**src/rtl/a51_stream_engine.sv**
```systemverilog
// a51_stream_engine
//   Parallel-load A5/1 keystream engine. Loads a key and frame number, runs
//   key mix, frame mix and warm-up on the three majority-clocked LFSRs
//   (19/22/23 bits), then emits keystream packed into OUT_WIDTH-bit words
//   over a valid/ready handshake. The LFSRs freeze under backpressure.
//
// Ports
//   clk, reset      clock; synchronous active-high reset
//   start           begins a run (sampled in IDLE only)
//   key_in          key, mixed LSB first, captured on accepted start
//   frame_in        frame number, mixed LSB first, captured on accepted start
//   frame_load      (A51_FRAME_AUTOINC_EN only) 1: use frame_in, 0: use the
//                   internal auto-incrementing frame register
//   busy            high in every state except IDLE
//   phase           IDLE=0 KEYMIX=1 FRAMEMIX=2 WARMUP=3 STREAM=4 DRAIN=5
//   out_data        keystream word, first generated bit in the MSB
//   out_valid       out_data holds a word
//   out_ready       consumer accepts on out_valid && out_ready
//   done            one-cycle pulse after the final word is accepted
//
// Optional feature macro: A51_FRAME_AUTOINC_EN
module a51_stream_engine #(
  parameter int unsigned KEY_BITS      = 64,
  parameter int unsigned FRAME_BITS    = 22,
  parameter int unsigned WARMUP_CYCLES = 100,
  parameter int unsigned STREAM_BITS   = 228,
  parameter int unsigned OUT_WIDTH     = 8
) (
  input  logic                  clk,
  input  logic                  reset,
  input  logic                  start,
  input  logic [KEY_BITS-1:0]   key_in,
  input  logic [FRAME_BITS-1:0] frame_in,
`ifdef A51_FRAME_AUTOINC_EN
  input  logic                  frame_load,
`endif
  output logic                  busy,
  output logic [2:0]            phase,
  output logic [OUT_WIDTH-1:0]  out_data,
  output logic                  out_valid,
  input  logic                  out_ready,
  output logic                  done
);

  // Only whole words are generated; any remainder of STREAM_BITS that does
  // not fill a word is never produced.
  localparam int unsigned NUM_WORDS = STREAM_BITS / OUT_WIDTH;
  localparam int unsigned GEN_BITS  = NUM_WORDS * OUT_WIDTH;
  localparam int unsigned MAX_KF    = (KEY_BITS > FRAME_BITS) ? KEY_BITS : FRAME_BITS;
  localparam int unsigned MAX_WG    = (WARMUP_CYCLES > GEN_BITS) ? WARMUP_CYCLES : GEN_BITS;
  localparam int unsigned MAX_LEN   = (MAX_KF > MAX_WG) ? MAX_KF : MAX_WG;
  localparam int unsigned CNT_W     = $clog2(MAX_LEN + 1);
  localparam int unsigned SH_W      = OUT_WIDTH - 1;
  localparam int unsigned SC_W      = $clog2(OUT_WIDTH);

  typedef enum logic [2:0] {
    S_IDLE     = 3'd0,
    S_KEYMIX   = 3'd1,
    S_FRAMEMIX = 3'd2,
    S_WARMUP   = 3'd3,
    S_STREAM   = 3'd4,
    S_DRAIN    = 3'd5
  } state_e;

  state_e                state_q, state_d;
  logic [CNT_W-1:0]      cnt_q, cnt_d;
  logic [18:0]           r1_q, r1_d, mr1;
  logic [21:0]           r2_q, r2_d, mr2;
  logic [22:0]           r3_q, r3_d, mr3;
  logic [KEY_BITS-1:0]   key_sh_q, key_sh_d;
  logic [FRAME_BITS-1:0] frame_sh_q, frame_sh_d, frame_sel;
  logic [SH_W-1:0]       sh_q, sh_d;
  logic [SC_W-1:0]       sh_cnt_q, sh_cnt_d;
  logic [OUT_WIDTH-1:0]  hold_q, hold_d;
  logic                  hold_valid_q, hold_valid_d;
  logic                  done_q, done_d;
`ifdef A51_FRAME_AUTOINC_EN
  logic [FRAME_BITS-1:0] frame_reg_q, frame_reg_d;
`endif

  logic fb1, fb2, fb3, maj, accept, word_end, stall, gen, mix_bit, ks_bit;

  // LFSR feedback, majority step and handshake qualifiers
  always_comb begin
    fb1      = r1_q[18] ^ r1_q[17] ^ r1_q[16] ^ r1_q[13];
    fb2      = r2_q[21] ^ r2_q[20];
    fb3      = r3_q[22] ^ r3_q[21] ^ r3_q[20] ^ r3_q[7];
    maj      = (r1_q[8] & r2_q[10]) | (r1_q[8] & r3_q[10]) | (r2_q[10] & r3_q[10]);
    mr1      = (r1_q[8]  == maj) ? {r1_q[17:0], fb1} : r1_q;
    mr2      = (r2_q[10] == maj) ? {r2_q[20:0], fb2} : r2_q;
    mr3      = (r3_q[10] == maj) ? {r3_q[21:0], fb3} : r3_q;
    accept   = hold_valid_q & out_ready;
    // The word-completing bit goes straight to the holding register, so the
    // shift register only ever holds OUT_WIDTH-1 bits.
    word_end = (sh_cnt_q == SC_W'(OUT_WIDTH - 1));
    stall    = word_end & hold_valid_q & ~out_ready;
    gen      = (state_q == S_STREAM) & ~stall;
  end

  // State register
  always_ff @(posedge clk) begin
    if (reset) state_q <= S_IDLE;
    else       state_q <= state_d;
  end

  // Next-state logic
  always_comb begin
    state_d = state_q;
    case (state_q)
      S_IDLE:     if (start) state_d = S_KEYMIX;
      S_KEYMIX:   if (cnt_q == CNT_W'(KEY_BITS - 1)) state_d = S_FRAMEMIX;
      S_FRAMEMIX: if (cnt_q == CNT_W'(FRAME_BITS - 1))
                    state_d = (WARMUP_CYCLES == 0) ? S_STREAM : S_WARMUP;
      S_WARMUP:   if (cnt_q == CNT_W'(WARMUP_CYCLES - 1)) state_d = S_STREAM;
      S_STREAM:   if (gen && (cnt_q == CNT_W'(GEN_BITS - 1))) state_d = S_DRAIN;
      S_DRAIN:    if (accept) state_d = S_IDLE;
      default:    state_d = S_IDLE;
    endcase
  end

  // Output logic
  always_comb begin
    busy      = (state_q != S_IDLE);
    phase     = state_q;
    out_valid = hold_valid_q;
    out_data  = hold_q;
    done      = done_q;
  end

  // Datapath next-state
  always_comb begin
    r1_d         = r1_q;
    r2_d         = r2_q;
    r3_d         = r3_q;
    key_sh_d     = key_sh_q;
    frame_sh_d   = frame_sh_q;
    sh_d         = sh_q;
    sh_cnt_d     = sh_cnt_q;
    hold_d       = hold_q;
    hold_valid_d = hold_valid_q & ~accept;
    done_d       = (state_q == S_DRAIN) & accept;
    cnt_d        = cnt_q;
    mix_bit      = 1'b0;
    ks_bit       = 1'b0;
`ifdef A51_FRAME_AUTOINC_EN
    frame_reg_d  = done_d ? frame_reg_q + 1'b1 : frame_reg_q;
    frame_sel    = frame_load ? frame_in : frame_reg_q;
`else
    frame_sel    = frame_in;
`endif
    case (state_q)
      S_IDLE: begin
        if (start) begin
          key_sh_d   = key_in;
          frame_sh_d = frame_sel;
          r1_d       = '0;
          r2_d       = '0;
          r3_d       = '0;
          sh_d       = '0;
          sh_cnt_d   = '0;
`ifdef A51_FRAME_AUTOINC_EN
          if (frame_load) frame_reg_d = frame_in;
`endif
        end
      end
      S_KEYMIX, S_FRAMEMIX: begin
        // Key and frame are consumed from bit 0 of right-shifting copies.
        mix_bit = (state_q == S_KEYMIX) ? key_sh_q[0] : frame_sh_q[0];
        r1_d    = {r1_q[17:0], fb1 ^ mix_bit};
        r2_d    = {r2_q[20:0], fb2 ^ mix_bit};
        r3_d    = {r3_q[21:0], fb3 ^ mix_bit};
        if (state_q == S_KEYMIX) key_sh_d   = key_sh_q >> 1;
        else                     frame_sh_d = frame_sh_q >> 1;
        cnt_d   = cnt_q + 1'b1;
      end
      S_WARMUP: begin
        r1_d  = mr1;
        r2_d  = mr2;
        r3_d  = mr3;
        cnt_d = cnt_q + 1'b1;
      end
      S_STREAM: begin
        if (gen) begin
          r1_d   = mr1;
          r2_d   = mr2;
          r3_d   = mr3;
          ks_bit = mr1[18] ^ mr2[21] ^ mr3[22];
          cnt_d  = cnt_q + 1'b1;
          if (word_end) begin
            hold_d       = {sh_q, ks_bit};
            hold_valid_d = 1'b1;
            sh_cnt_d     = '0;
          end else begin
            sh_d     = SH_W'({sh_q, ks_bit});
            sh_cnt_d = sh_cnt_q + 1'b1;
          end
        end
      end
      default: ;
    endcase
    if (state_d != state_q) cnt_d = '0;
  end

  // Datapath registers
  always_ff @(posedge clk) begin
    if (reset) begin
      cnt_q        <= '0;
      r1_q         <= '0;
      r2_q         <= '0;
      r3_q         <= '0;
      key_sh_q     <= '0;
      frame_sh_q   <= '0;
      sh_q         <= '0;
      sh_cnt_q     <= '0;
      hold_q       <= '0;
      hold_valid_q <= 1'b0;
      done_q       <= 1'b0;
`ifdef A51_FRAME_AUTOINC_EN
      frame_reg_q  <= '0;
`endif
    end else begin
      cnt_q        <= cnt_d;
      r1_q         <= r1_d;
      r2_q         <= r2_d;
      r3_q         <= r3_d;
      key_sh_q     <= key_sh_d;
      frame_sh_q   <= frame_sh_d;
      sh_q         <= sh_d;
      sh_cnt_q     <= sh_cnt_d;
      hold_q       <= hold_d;
      hold_valid_q <= hold_valid_d;
      done_q       <= done_d;
`ifdef A51_FRAME_AUTOINC_EN
      frame_reg_q  <= frame_reg_d;
`endif
    end
  end

endmodule
```
**config.mk**
```make
export PLATFORM = sky130hd
export DESIGN_NAME = a51_stream_engine
export DESIGN_NICKNAME = d
export VERILOG_FILES = /design/src/rtl/a51_stream_engine.sv
export SDC_FILE = /design/constraint.sdc
export NUM_CORES = 1
export LEC_CHECK = 0
export ABC_AREA = 0
export BUFFER_PORTS_ARGS = -buffer_cell sky130_fd_sc_hd__buf_2
export CORE_AREA = 2 2 138 153
export CTS_BUF_LIST = sky130_fd_sc_hd__clkbuf_16
export DETAILED_ROUTE_END_ITERATION = 10
export DIE_AREA = 0 0 140 155
export PLACE_DENSITY_LB_ADDON = 0.3
export REMOVE_ABC_BUFFERS = 1
export SETUP_SLACK_MARGIN = 0.5
export SYNTH_ARGS = -nofsm -noshare
export SYNTH_HDL_FRONTEND = slang
export SYNTH_SLANG_ARGS = --single-unit
```
**constraint.sdc**
```tcl
create_clock -name clk -period 3 [get_ports clk]
set_clock_uncertainty 0.2 [all_clocks]
set_input_delay 0.15 -clock clk [delete_from_list [all_inputs] [get_ports clk]]
set_output_delay 0.15 -clock clk [all_outputs]
set_load 0.05 [all_outputs]
```
After elaboration in Yosys (flattened, before gate mapping)
Index checks and enable logic that the tools add are counted.
Widths: inputs -> output; s select.
{"block": "op_classes", "n_addsub": 2, "eq_ne": 19, "mux": 39, "bitwise_logic": 26, "n_reduce_logical": 17}
{"operator": "$mux 64", "n": 2}
{"operator": "$pmux 64 s2", "n": 1}
{"operator": "$mux 22", "n": 5}
{"operator": "$pmux 23 s4", "n": 1}
{"operator": "$pmux 22 s4", "n": 1}
{"operator": "$pmux 19 s4", "n": 1}
{"operator": "$mux 23", "n": 3}
{"operator": "$mux 19", "n": 3}
{"operator": "$pmux 22 s2", "n": 1}
{"operator": "$mux 3", "n": 9}
{"operator": "$mux 7", "n": 3}
{"operator": "$pmux 3 s6", "n": 1}
{"operator": "$pmux 8 s2", "n": 1}
{"operator": "$reduce_and 3->1", "n": 5}
{"operator": "$pmux 7 s2", "n": 1}
{"operator": "$xor 1x1->1", "n": 12}
{"operator": "$ne 2x2->1 const B", "n": 5}
{"operator": "$and 1x1->1", "n": 9}
{"operator": "$eq 3x3->1 const B", "n": 3}
{"operator": "$add 8x1->8 const B", "n": 1}
{"operator": "$eq 8x5->1 const B", "n": 1}
{"operator": "$eq 8x6->1 const B", "n": 1}
{"operator": "$eq 8x7->1 const B", "n": 1}
{"operator": "$eq 8x8->1 const B", "n": 1}
{"operator": "19 further kinds", "n": 31}
{"block": "word_totals", "reg_bits": 181, "input_bits": 90, "output_inout_bits": 14, "wordCells": 115}

Longest topological paths before layout
Gate-level depths: netlist of the first run.
{"block": "depth", "word_depth": 10, "depth_mapped": 9, "mapped_depth_nobuf": 7}

Least setup slack after synthesis of the first run
Ideal clock, no wire load.
{"block": "synth_path", "path_kind": "register to register", "startpoint": "register state_q[1] (netlist: phase[1])", "endpoint": "register r3_q[10]", "setup_time_ps": 128, "arrival_time_ps": 2164, "required_time_ps": 2672, "slack_ps": 509, "path_stages_with_launch": 8, "path_buffers": 2, "synth_period_minus_slack_ps": 2491, "cell_sequence": "dfxtp_1 buf_2 or3_1 o32a_1 nand3_1 buf_2 a22oi_1 nor2_1"}
{"block": "synth_between", "elab_chain_len": 4, "word_cells_on_any_way": 12, "cone_classes": "eq/ne (6); mux (1); bitwise (1); reduce/logical (4)"}
{"element": "start: declaration", "line_no": "65", "source": "state_e state_q, state_d;"}
{"element": "start signal: assignment", "line_no": "103", "source": "else state_q <= state_d;"}
{"element": "$eq 3x1->1, or another cell as far along", "line_no": "151", "source": "case (state_q)"}
{"element": "$reduce_or 2->1 or $and 1x1->1 (tied branches)", "line_no": "151, 97"}
{"element": "$reduce_bool 4->1 (no line) or $ne 2x2->1 (tied branches)"}
{"element": "$reduce_and 3->1 (no line)"}
{"element": "end signal: assignment", "line_no": "225", "source": "r3_q <= r3_d;"}
{"element": "end: declaration", "line_no": "69", "source": "logic [22:0] r3_q, r3_d, mr3;"}
Several ways; a longest one is shown, not always the timed one.
A chain may end at the register's enable or synchronous reset.

Final worst setup path of the first run
{"block": "layout_path", "startpoint": "register r1_q[8]", "endpoint": "register sh_q[0]"}
{"block": "layout_between", "elab_chain_len": 10, "word_cells_on_any_way": 15, "cone_classes": "eq/ne (3); mux (6); bitwise (6)"}
{"element": "start: declaration", "line_no": "67", "source": "logic [18:0] r1_q, r1_d, mr1;"}
{"element": "start signal: assignment", "line_no": "223", "source": "r1_q <= r1_d;"}
{"element": "$and 1x1->1", "line_no": "88", "source": "maj = (r1_q[8] & r2_q[10]) | (r1_q[8] & r3_q[10]) | (r2_q[10] & r3_q[10]);"}
{"element": "$or 1x1->1 (2 in series)", "line_no": "88"}
{"element": "$eq 1x1->1 (on tied branches)", "line_no": "89, 90"}
{"element": "$mux 19 or $mux 22 (tied branches)", "line_no": "89, 90"}
{"element": "$xor 1x1->1", "line_no": "187", "source": "ks_bit = mr1[18] ^ mr2[21] ^ mr3[22];"}
{"element": "$xor 1x1->1 (*)", "line_no": "187"}
{"element": "$mux 7 (*)", "line_no": "189", "source": "if (word_end) begin"}
{"element": "$mux 7 (*)", "line_no": "183", "source": "if (gen) begin"}
{"element": "$pmux 7 s2 (*)", "line_no": "151"}
{"element": "end signal: assignment", "line_no": "213", "source": "sh_q <= '0;"}
{"element": "end signal: assignment", "line_no": "228", "source": "sh_q <= sh_d;"}
{"element": "end: declaration", "line_no": "72", "source": "logic [SH_W-1:0] sh_q, sh_d;"}
Every way passes the cells marked *; elsewhere a longest branch is shown, timed or not. The select of a mux whose other input is x is not followed.

==> impl_results.md, run 1 <==
* Net Switching at 1.37 mW
* Status: finished with violations
* I/O pin total at 104
* Vias in the first global route at 6,315
* Clock buffer count from CTS at 17
* Worst-path clk slew at 0.06 ns
* Relative slew slack at 55.9%
* Crit path DAT at 2.58 ns
* Filler cells at 1,861
* R2r endpoint: sh_q[0]
* Routed via count divided by cell count at 5.19
* Total negative slack at 0 ns
* WHS Endpoint: key_sh_q[3]
* Final worst slack at 0.578 ns
* # setup viols final at 0
* Starting density of the core at 39.1%
* Root Buffer: clkbuf_16
* Buffers on Ports at 103
* R2R depth at 7
* Routed WL at 17,500 um
* Internal power at 3.91 mW
* Met1 Usage GRT at 21.6%
* Max-Cap Viols at 0
* Grt ovf at 0
* Worst setup SP type: flip-flop
* Register area share after synthesis at 45.6%
* Hold Path Depth at 5
* First-pass GRT wire length at 29,600 um
* Clock power share at 37.7%
* Synth warn at 0
* Critical Path RT at 3.15 ns
* Fin crit period at 2.42 ns
* Post-Synthesis Cells at 845
* RSZ-0062 raised after global routing: true
* Dpl cell area at 0.00871 mm^2
* Fin util at 50.1%
* Primary FF master, synth: dfxtp_1
* Number of synthesized flops with an enable pin at 0
* Via count at 6,645
* Final instance area at 0.0102 mm^2
* LEAKAGE at 3.99 nW
* Placer Congestion at 0.829
* Global-route met3 utilization at 4.00%
* Area delta synth->final at 27.9%
* Period utilization at 80.7%
* H-tree depth at 4
* Crit path max fanout at 6
* Count leader, synth: dfxtp_1
* DRC at 2
* Setup CP Type: reg -> reg
* Maximum VDD drop at 0.392 mV
* Setup slack at placement at 0.518 ns
* Crit Reg-Reg Startpoint: r1_q[8]
* Hold path start: start
* Flop pwr share at 49.1%
* Die W at 140 um
* Clock Latency Late Sink at 0.42 ns
* CTS sink cnt at 181
* Cell taking the most area after synthesis: dfxtp_1
* Pre-antenna DRT Iters at 10
* CP startpoint: r1_q[8]
* Core Footprint at 0.0203 mm^2
* TritonCTS clock tree: done
* Largest net degree at the start of global routing at 106
* Synth Cell Area at 0.00795 mm^2
* Largest cells by area after synthesis: dfxtp_1, mux2i_1, a211oi_1
* Yosys top cell area share at 45.6%
* Pwr Density at 519 mW/mm^2
* Switch share at 25.9%
* HPWL Detailed at 10,500 um
* Flop2flop setup slack at 0.58 ns
* Failing checks: DRC
* Max Clk Rate at 0.413 GHz
* DRT iter0 DRCs at 317
* Worst Hold Class: in -> reg
* Grt met2 use at 26.2%
* Die ar. at 0.0217 mm^2
* Final hold vios at 0
* Initial antenna violation count at 0
* Synthesized area per cell at 9.40 um^2
* Post-synth ARST share at 0%
* Netlist cell types at 55
* Nets at 1,109
* ANT cells at 0
* Global Route Usage Sum at 16.3%
* Commonest cells post-synth: dfxtp_1, nor2_1, mux2i_1
* Worst slew pin tran at 0.658 ns
* Num rows at 55
* Per-cell routed wire length at 13.7 um
* CP endpoint kind: flip-flop
* Comb pwr share at 13.2%
* Max-slew violations at 0
* Post-route ant nets at 0
* FF+latch count, synth at 181
* Layer with the highest usage: met2
* Die Height at 155 um
* Max clock buf depth at 2
* Share of cells above drive strength 1 at 18.0%
==> layout make-up <==
| class | count | area [um^2] | area share (%) |
|---|---|---|---|
| sequential | 181 | 3630 | 35.7 |
| clock buffer | 17 | 425 | 4.19 |
| timing repair buffer | 218 | 1670 | 16.4 |
| multi-input combinational | 589 | 4010 | 39.5 |
| inverter | 5 | 18.8 | 0.185 |
| clock inverter | 15 | 92.6 | 0.911 |
| tap | 256 | 320 | 3.15 |
==> state kept, by name, summed over array words and instances (netlist names) <==
name	flops
frame_sh_q	22
key_sh_q	64
done	1
out_data	8
r2_q	22
sh_q	7
out_valid	1
cnt_q	8
r1_q	19
r3_q	23
sh_cnt_q	3
phase	3
==> power groups by stage <==
stage	Clock, mW	Sequential, mW	Combinational (mW)
finish	1.99	2.59	0.698
global placement	0	2.64	0.595
detailed placement	0	2.64	0.601
floorplan	0	2.63	0.443
CTS	2.05	2.59	0.691
global route	2.16	2.60	0.771
==> worst max-delay path: stages (launching register included) <==
cell	delay, ns
dfxtp_1	0.35
maj3_1	0.41
ha_2	0.45
mux2i_1	0.28
xor2_1	0.22
xnor2_1	0.20
nand3_1	0.12
a21oi_1	0.14
==> cell families (layout without fill, tap and decap cells) <==
family | count (synthesis) | count (layout) | share of synthesized area, %
buf+inv | 75 | 255 | 4.61
fa+ha+maj | 8 | 8 | 1.23
flops | 181 | 181 | 45.6
mux | 100 | 100 | 12.6
xor+xnor | 17 | 17 | 1.87
simple gates | 258 | 258 | 15.2
compound gates | 206 | 206 | 18.9
==> placed cells by master (no fill, tap or decap), types with 3 or more instances in the layout <==
cell             n
a211oi_1        84
a21o_1           3
a21oi_1         26
a22oi_1         61
buf_12           5
buf_2          102
buf_4           22
clkbuf_16       17
clkinv_1         3
clkinv_2         3
clkinv_4         3
dfxtp_1        179
dlygate4sd3_1   88
ha_1             5
inv_1            7
mux2i_1         99
nand2_1         29
nand2b_1         6
nand3_1         13
nand3b_1         4
nand4b_1         3
nor2_1         163
nor3_1           8
nor3b_1          3
nor4_1           3
nor4b_2          6
o21ai_0          6
or3_1            3
xnor2_1         14
xor2_1           3
==> metrics by stage <==
step                hold slack, ns  cells  total power, mW
floorplan                   0.0191    775             3.08
detailed placement           0.234   1159             3.24
finish                       0.117   1281             5.27
global route                 0.132   1281             5.53
CTS                         0.0971   1279             5.33
global placement             0.230   1159             3.23
==> worst max-delay path by stage <==
stage | cells after the start | slack, ns | end
finish | 7 | 0.58 | sh_q[0]
detailed placement | 7 | 0.52 | r1_q[11]
floorplan | 4 | -4.99 | key_sh_q[0]
CTS | 8 | 0.50 | r2_q[13]
global route | 8 | 0.42 | r2_q[6]
global placement | 8 | 0.58 | r2_q[14]
==> per-layer routing <==
metal | vias up | wire length, um
met5 | - | 0
met4 | 0 | 200
met3 | 18 | 735
met2 | 126 | 8200
met1 | 3089 | 8390
li1 | 3412 | -
==> repair_timing <==
item                       in CTS  in global routing
hold buffers                   88                  0
buffers inserted                0                  2
hold endpoints to repair      131                  0
resized for setup               0                 11
setup endpoints to repair       0                119
Note: power is estimated with default switching activity, not from simulation.
==> run 2: changes to the inputs <==
- clock period: 3 -> 2.4 ns (I/O delays scaled with it)
==> run 2 against run 1 <==
Effect of this change: highest routed layer unchanged; critical path type unchanged; critical path depth rose by 1; the flow still finishes with violations (DRC); largest cell class unchanged; die area did not move; count of clock-buffer cells in the layout did not move.
==> impl_results.md, run 2 (synthesis gave the netlist of run 1 again) <==
* Status: finished with violations
* Failing checks: DRC
* LEAKAGE at 4.79 nW
* Crit path DAT at 2.28 ns
* Setup slack at placement at -0.0139 ns
* Worst setup SP type: flip-flop
* Max-Cap Viols at 0
* Die W at 140 um
* Num rows at 55
* Crit Reg-Reg Startpoint: r2_q[10]
* Initial antenna violation count at 0
* Worst Hold Class: in -> reg
* DRT iter0 DRCs at 310
* Final worst slack at 0.225 ns
* Crit path max fanout at 5
* Relative slew slack at 58.8%
* Starting density of the core at 39.1%
* Max clock buf depth at 2
* CTS sink cnt at 181
* Via count at 7,421
* Critical Path RT at 2.51 ns
* Routed WL at 23,300 um
* Nets at 1,197
* Setup CP Type: reg -> reg
* Non-filler instance count after layout at 1,369
* Per-cell routed wire length at 17.0 um
* Worst slew pin tran at 0.616 ns
* Die Height at 155 um
* Global-route met3 utilization at 3.76%
* Area delta synth->final at 56.3%
* Post-route ant nets at 0
* DRC at 4
* Top flop regs: key_sh_q (64), r3_q (23)
* Maximum VDD drop at 0.530 mV
* Largest register FFs at 64
* WHS Endpoint: sh_q[5]
* Met1 Usage GRT at 24.8%
* TritonCTS clock tree: done
* Max Clk Rate at 0.460 GHz
* Root Buffer: clkbuf_16
* R2r endpoint: r2_q[7]
* CP endpoint kind: flip-flop
* Layer with the highest usage: met2
* ANT cells at 0
* H-tree depth at 4
* Global Route Usage Sum at 19.2%
* Max-slew violations at 0
* Flop2flop setup slack at 0.22 ns
* Core Footprint at 0.0203 mm^2
* Pwr Density at 592 mW/mm^2
* Pre-antenna DRT Iters at 8
* Fin crit period at 2.18 ns
* Grt ovf at 0
* Period utilization at 90.6%
* Fin util at 61.2%
* Top reg by flops: key_sh_q
* First-pass GRT wire length at 34,600 um
* Hold path start: start
* RSZ-0062 raised after global routing: true
* Clock buffer count from CTS at 17
* Total Power at 7.36 mW
* Largest net degree at the start of global routing at 96
* HPWL Detailed at 11,100 um
* Clock Latency Late Sink at 0.43 ns
* Share of cells above drive strength 1 at 36.0%
* Grt met2 use at 32.5%
* Final hold vios at 0
* # setup viols final at 0
* Buffers on Ports at 103
* Placer Congestion at 0.812
* Most common cell after layout, fill and taps aside: dfxtp_1
* R2R depth at 8
* I/O pin total at 104
* Hold Path Depth at 5
* Commonest cells after routing, fill and taps aside: dfxtp_1, nor2_1, buf_2
* Die ar. at 0.0217 mm^2
* Worst-path clk slew at 0.08 ns
* Placed cell count at 1,178
* Vias in the first global route at 7,140
* Routed via count divided by cell count at 5.42
run 2: cell count changes in the layout (fill, tap and decap cells not counted), sizes merged:
cell	change
clkinv	-1
inv	+3
clkinvlp	-2
buf	+78
clkbuf	+9
bufbuf	+1
run 2: area by class of cell:
type,instances,area [um^2]
clock buffers,17,425
fillers,1529,7880
inverters,5,18.8
flip-flops and latches,181,3640
multi-input cells,589,4830
well taps,256,320
clock inverters,15,145
repair buffers,306,3030
run 2: repair_timing:
action,4_1_cts,5_1_grt
endpoints found under the setup margin,170,166
buffers inserted,32,16
hold buffers,88,0
hold endpoints to repair,96,0
resized for setup,108,119
pin swaps,44,82
cloned,12,11
run 2: worst max-delay path, cell delays in order, from the launching register on:
cell	delay [ns]
dfxtp_2	0.32
maj3_2	0.38
ha_4	0.34
nand2_4	0.06
a21oi_4	0.19
o22ai_4	0.14
clkbuf_16	0.18
a22oi_2	0.17
nor2_1	0.05
run 2: worst max-delay path by stage:
stage | start | endpoint | slack (ns) | cells after the start
floorplan | phase[0] | key_sh_q[0] | -5.59 | 4
global placement | r3_q[10] | r1_q[8] | 0.002 | 7
detailed placement | r3_q[10] | r1_q[17] | -0.01 | 7
CTS | r2_q[10] | r1_q[17] | 0.23 | 7
global route | sh_cnt_q[1] | cnt_q[2] | 0.12 | 10
finish | r2_q[10] | r2_q[7] | 0.22 | 8
run 2: where the power goes:
group	internal (mW)	total, mW	switching [mW]
clock	1.38	2.70	1.32
combinational	0.764	1.41	0.646
sequential	3.15	3.25	0.0989
total	5.29	7.36	2.07
run 2: metrics by stage:
step	instance area, um^2	hold WS, ns	TNS [ns]
6_report	12400	0.0988	0
5_1_grt	12400	0.120	0
4_1_cts	11400	0.114	0
3_5_place_dp	8950	0.201	-0.0593
3_3_place_gp	8950	0.197	0
2_1_floorplan	7600	-0.0109	-539.40
run 2: per-layer routing:
metal	share of wire, %	up-vias	wire, um
li1	-	3575	-
met1	43	3603	10000
met2	51	210	11800
met3	4.6	33	1090
met4	1.8	0	420
met5	0	-	0
